[config.mk]
export PLATFORM = sky130hd
export DESIGN_NAME = fifo_param
export DESIGN_NICKNAME = d
export VERILOG_FILES = /design/src/rtl/fifo_param.sv
export SDC_FILE = /design/constraint.sdc
export NUM_CORES = 1
export LEC_CHECK = 0
export ABC_CLOCK_PERIOD_IN_PS = 3050
export CELL_PAD_IN_SITES_DETAIL_PLACEMENT = 1
export CELL_PAD_IN_SITES_GLOBAL_PLACEMENT = 2
export CORE_ASPECT_RATIO = 0.8
export CORE_UTILIZATION = 45
export CTS_CLUSTER_SIZE = 12
export DETAILED_ROUTE_END_ITERATION = 10
export PLACE_DENSITY = 0.83
export SLEW_MARGIN = 20
export SYNTH_ARGS = -nofsm -noshare
export SYNTH_HDL_FRONTEND = slang
export SYNTH_SLANG_ARGS = --single-unit
export TNS_END_PERCENT = 1
[constraint.sdc]
create_clock -name clk -period 3.05 [get_ports clk]
set_clock_uncertainty 0.05 [all_clocks]
set_input_delay 0.61 -clock clk [delete_from_list [all_inputs] [get_ports clk]]
set_output_delay 0.61 -clock clk [all_outputs]
set_load 0.005 [all_outputs]
[src/rtl/fifo_param.sv]
// fifo_param: parametrised synchronous FIFO with flags, occupancy count and sticky errors.
// Latency: standard mode 1 cycle from rd to dout; FWFT mode head word visible the cycle after it is written.
// Backpressure: writes refused when full unless a read is accepted in the same cycle.
//
// Ports:
//   clk           single clock, rising edge
//   rst           asynchronous active-low reset
//   flush         synchronous clear of contents/pointers/count; error flags kept
//   wr, din       write request and data
//   rd            read request (FWFT: acknowledge of the word on dout)
//   dout          read data
//   dout_valid    dout holds a valid word
//   empty, full   count == 0 / count == DEPTH
//   almost_empty  count <= AE_LEVEL
//   almost_full   count >= AF_LEVEL
//   count         occupancy 0..DEPTH
//   overflow      sticky: write refused because full
//   underflow     sticky: read attempted while empty
//   clr_err       synchronous clear of overflow/underflow
module fifo_param #(
  parameter int WIDTH    = 8,
  parameter int DEPTH    = 16,
  parameter int AF_LEVEL = 12,
  parameter int AE_LEVEL = 4,
  parameter int FWFT     = 0
) (
  input  logic                     clk,
  input  logic                     rst,
  input  logic                     flush,
  input  logic                     wr,
  input  logic [WIDTH-1:0]         din,
  input  logic                     rd,
  output logic [WIDTH-1:0]         dout,
  output logic                     dout_valid,
  output logic                     empty,
  output logic                     full,
  output logic                     almost_empty,
  output logic                     almost_full,
  output logic [$clog2(DEPTH):0]   count,
  output logic                     overflow,
  output logic                     underflow,
  input  logic                     clr_err
);

  localparam int AW = $clog2(DEPTH);
  localparam int CW = AW + 1;
  localparam logic [CW-1:0] DEPTH_C = CW'(DEPTH);
  localparam logic [CW-1:0] AF_C    = CW'(AF_LEVEL);
  localparam logic [CW-1:0] AE_C    = CW'(AE_LEVEL);

  logic [WIDTH-1:0] mem [DEPTH];
  logic [AW-1:0]    wr_ptr;
  logic [AW-1:0]    rd_ptr;
  logic [CW-1:0]    cnt;
  logic             rd_ok;
  logic             wr_ok;
  logic             set_ovf;
  logic             set_udf;

  // Status flags come straight from the registered count.
  assign count        = cnt;
  assign empty        = (cnt == '0);
  assign full         = (cnt == DEPTH_C);
  assign almost_empty = (cnt <= AE_C);
  assign almost_full  = (cnt >= AF_C);

  // Read is resolved first so a simultaneous read frees a slot for the write
  // even when full. Flush masks both requests.
  assign rd_ok = rd & ~empty & ~flush;
  assign wr_ok = wr & (~full | rd_ok) & ~flush;

  // Requests swallowed by flush are not errors.
  assign set_ovf = wr & ~wr_ok & ~flush;
  assign set_udf = rd & empty & ~flush;

  // Storage is deliberately left unreset; only the pointers define contents.
  always_ff @(posedge clk) begin
    if (wr_ok) begin
      mem[wr_ptr] <= din;
    end
  end

  always_ff @(posedge clk or negedge rst) begin
    if (!rst) begin
      wr_ptr <= '0;
      rd_ptr <= '0;
      cnt    <= '0;
    end else if (flush) begin
      wr_ptr <= '0;
      rd_ptr <= '0;
      cnt    <= '0;
    end else begin
      if (wr_ok) begin
        wr_ptr <= wr_ptr + 1'b1;
      end
      if (rd_ok) begin
        rd_ptr <= rd_ptr + 1'b1;
      end
      case ({wr_ok, rd_ok})
        2'b10:   cnt <= cnt + 1'b1;
        2'b01:   cnt <= cnt - 1'b1;
        default: cnt <= cnt;
      endcase
    end
  end

  // A new error in the same cycle as clr_err wins, so the flag stays set.
  always_ff @(posedge clk or negedge rst) begin
    if (!rst) begin
      overflow  <= 1'b0;
      underflow <= 1'b0;
    end else begin
      overflow  <= set_ovf | (overflow  & ~clr_err);
      underflow <= set_udf | (underflow & ~clr_err);
    end
  end

  generate
    if (FWFT != 0) begin : g_fwft
      // Head of queue is presented directly; gated to zero while empty so the
      // output is defined after reset even though memory is not.
      assign dout       = empty ? '0 : mem[rd_ptr];
      assign dout_valid = ~empty;
    end else begin : g_std
      logic [WIDTH-1:0] dout_q;
      logic             dout_valid_q;

      // dout holds the last word read; flush only drops the valid strobe.
      always_ff @(posedge clk or negedge rst) begin
        if (!rst) begin
          dout_q       <= '0;
          dout_valid_q <= 1'b0;
        end else begin
          dout_valid_q <= rd_ok;
          if (rd_ok) begin
            dout_q <= mem[rd_ptr];
          end
        end
      end

      assign dout       = dout_q;
      assign dout_valid = dout_valid_q;
    end
  endgenerate

endmodule
==> summary.md <==
| Metric | Value |
|---|---|
| CP max stage delay | 0.62 ns |
| Classification of the worst setup path | flop to output port |
| Syn Nets | 368 |
| Num rows | 38 |
| Post-synthesis sequential area ratio | 71.3% |
| Slew Viols, Final | 0 |
| CP Max Fanout | 8 |
| Worst Hold Class | flop to flop |
| Sink Count | 152 |
| Clock Latency Late Sink | 0.42 ns |
| Crit-path cells | or4_4 -> nor2_1 -> clkdlybuf4s50_1 |
| Drt wl/cell | 23.0 um |
| Synthesized flop and latch total | 152 |
| CTS max path bufs | 2 |
| Root Buffer | clkbuf_16 |
| Largest family of logic cells by synthesized area | multiplexers |
| XOR/XNOR Fraction of Synth Area | 1.12% |
| Final WL | 13900 um |
| RSZ-0062 raised after global routing | false |
| Leak pwr | 2.55 nW |
| Mapped Area | 6240 um2 |
| Tightest Pin Transition | 1.12 ns |
| Fillcell total | 1228 |
| Congestion Overflow GR | 0 |
| Final net count | between 400 and 500 |
| Maximum vdd drop | 0.445 mV |
| Mux contribution to synthesized area | 14.8% |
| Inserted Clock Buffers | 17 |
| Routed Antenna Nets | 0 |
| Post-synth EDFFs | roughly 130 |
| Post-synthesis adder-cell area fraction | 1.40% |
| Status | finished clean |
| Drt first-iter violations | 196 |
| DR vias | 3307 |
| Gate power share | 24.3% |
| Post-DR vias/cell | 5.49 |
| Critical Path AT | 2.25 ns |
| Clk slew on worst S/H paths | 0.06 ns |
| Sw power | 0.00165 W |
| Delay-heaviest family, CP | simple AND/OR/NAND/NOR gates |
| Distinct cells, synth | between 40 and 50 |
| CP Buf/Inv Count | 1 |
| Hold Violations, Final | 0 |
| MaxCap Viol Count | 0 |
| Synth Area in Simple Gates | 5.40% |
| Yosys warns | 0 |
| Achievable clock frequency | 344 MHz |
| HPWL Detailed | between 8000 and 9000 um |
| Footprint of the multi-input gates | 1650 um2 |
| Sw Share | 27.3% |
| Syn_area_per_cell | between 15 and 20 um2 |
| CTS tree | built |
| Hold path cells | 2 |
| Relative slew slack | around a quarter |
| Worst EP required | roughly 2.4 ns |
| Crit. path cell count | 3 |
| DRC Markers | 0 |
| Vias in the first global route | 3573 |
| Post-synth top flop | edfxtp_1 |
| Largest net degree at the start of global routing | 25 |
| Placed cell areas | ~6900 um2 |
| Die Footprint | roughly 14000 um2 |
| Die height | 107 um |
| Initial Util | a little under half |
| Storage cell area | between 4000 and 5000 um2 |
| Gpl congestion | between 0.7 and 0.8 |
| Compound-Gate Fraction of Synth Area | 3.63% |
| Htree depth | 4 |
| ANT cells | 0 |
| Post-synth ARST share | 15.8% |
| Tcrit/Tclk final | 95.4% |
| Ports | 34 |
| Layout cells sized above 1 | between 20% and 30% |
| Crit path launch type | flop |
| Total Power | 0.00605 W |
| Gate Count Post-Synth | 347 |
| Slowest CP cell | or4_4 |
| GR Util All Layers | 21.2% |
| Most frequent cells in the layout | edfxtp_1, clkdlybuf4s50_1, mux4_2, buf_4, nor2_1 |
| Core Region | 13600 um2 |
| Commonest non-fill, non-tap cell in the layout | edfxtp_1 |
| Crit end category | output port |
| # port buffers | 33 |
| Internal power | 0.00440 W |
| Clock power frac | 33.0% |
| Share of power burned in registers | between 40% and 50% |
| Drt first pass iters | 4 |
| Initial antenna violation count | 0 |
| Area growth syn-to-layout | 20.4% |
| Period minus WS final | about 2.9 ns |
| Setup-failing EPs final | 0 |
| Design area | between 7000 and 8000 um2 |
| Pwr/cell area | 806 nW/um2 |
| First-pass GRT wire length | 21100 um |
| Die width | around 130 um |
| R2R cell count | 10 |
routing by layer:
layer / track usage [%] / share of wire, % / up-vias
met5: 0 / 0 / -
met4: 8.36 / 1.5 / 0
met3: 5.18 / 4.3 / 20
met2: 33.0 / 48 / 71
met1: 29.1 / 46 / 1731
li1: - / - / 1485
worst reg2reg max path: stages, from the launching register on:
cell and delay (ns):
dfrtp_1 0.51, nor4_4 0.44, buf_4 0.21, a21oi_4 0.06, xor2_1 0.14, ha_1 0.21
nor2_1 0.15, a211oi_1 0.07, o221a_1 0.23, or3_1 0.32, a311oi_2 0.24
state kept, by name, indices dropped and copies added, names as in the netlist:
name	cells
count	5
dout	8
dout_valid	1
mem	128
overflow	1
rd_ptr	4
underflow	1
wr_ptr	4
cell families after synthesis:
family | Yosys count
multiplexers | 52
flip-flops | 152
adder cells (fa/ha/maj) | 7
buffers and inverters | 32
AND/OR/NAND/NOR | 65
AO/OA/AOI/OAI | 31
XOR/XNOR | 8
stage by stage:
step	setup WS (ns)	setup TNS, ns	utilization [%]	hold WS, ns	std cells
CTS	0.0416	0	55.3	0.494	600
global route	0.0505	0	55.4	0.536	602
global placement	-0.0190	-0.0190	51.2	0.480	568
floorplan	0.300	0	-	0.264	347
finish	0.140	0	55.4	0.493	602
detailed placement	-0.123	-0.123	51.2	0.488	568
path summary, 6_finish.rpt:
kind	start	endpoint	slack, ns
max in group asynchronous	rst	rd_ptr[0]	2.15
worst min register to register	overflow	overflow	0.49
worst max register to register	count[2]	count[4]	0.34
worst min-delay path	overflow	overflow	0.49
min in group asynchronous	rst	wr_ptr[0]	0.50
worst max-delay path	count[1]	full	0.14
timing repair:
action                                  in CTS  in global routing
buffers inserted                             0                  2
endpoints found under the setup margin       0                  2
hold buffers                                 0                  0
gates resized for setup                      0                  1
cell type report:
cell class              instances  share of cell area (%)
multi-input cells             163                    21.9
clock buffers                  19                    5.76
well taps                     180                    3.00
inverters                      14                   0.883
flip-flops and latches        152                    59.2
clock inverters                13                    1.72
repair buffers                 61                    7.53
power by group through the flow:
stage	Combinational (W)	Sequential (W)	Clock, W
finish	0.00147	0.00258	0.00200
global placement	0.00140	0.00262	0
detailed placement	0.00142	0.00262	0
CTS	0.00144	0.00258	0.00205
floorplan	0.000909	0.00252	0
global route	0.00158	0.00261	0.00211
synthesized netlist by cell type (2+ instances only):
master | count | area [um2]
a221oi_1 | 7 | 61.3
and2_1 | 9 | 56.3
o22ai_1 | 2 | 12.5
a31oi_1 | 2 | 12.5
mux2i_1 | 18 | 180
mux2_2 | 2 | 22.5
buf_2 | 5 | 25.0
inv_1 | 13 | 48.8
o21ai_0 | 5 | 25.0
mux4_2 | 32 | 721
or3_1 | 3 | 18.8
clkbuf_1 | 9 | 33.8
nand2_1 | 8 | 30.0
a21oi_1 | 8 | 40.0
xor2_1 | 7 | 61.3
and3_1 | 2 | 12.5
dfrtp_1 | 24 | 601
edfxtp_1 | 128 | 3840
ha_1 | 7 | 87.6
nor3_1 | 6 | 30.0
nor2_1 | 24 | 90.1
nand3_1 | 3 | 15.0
buf_1 | 2 | 7.51
nand2b_1 | 2 | 12.5
Power figures use the tool's default switching activity.
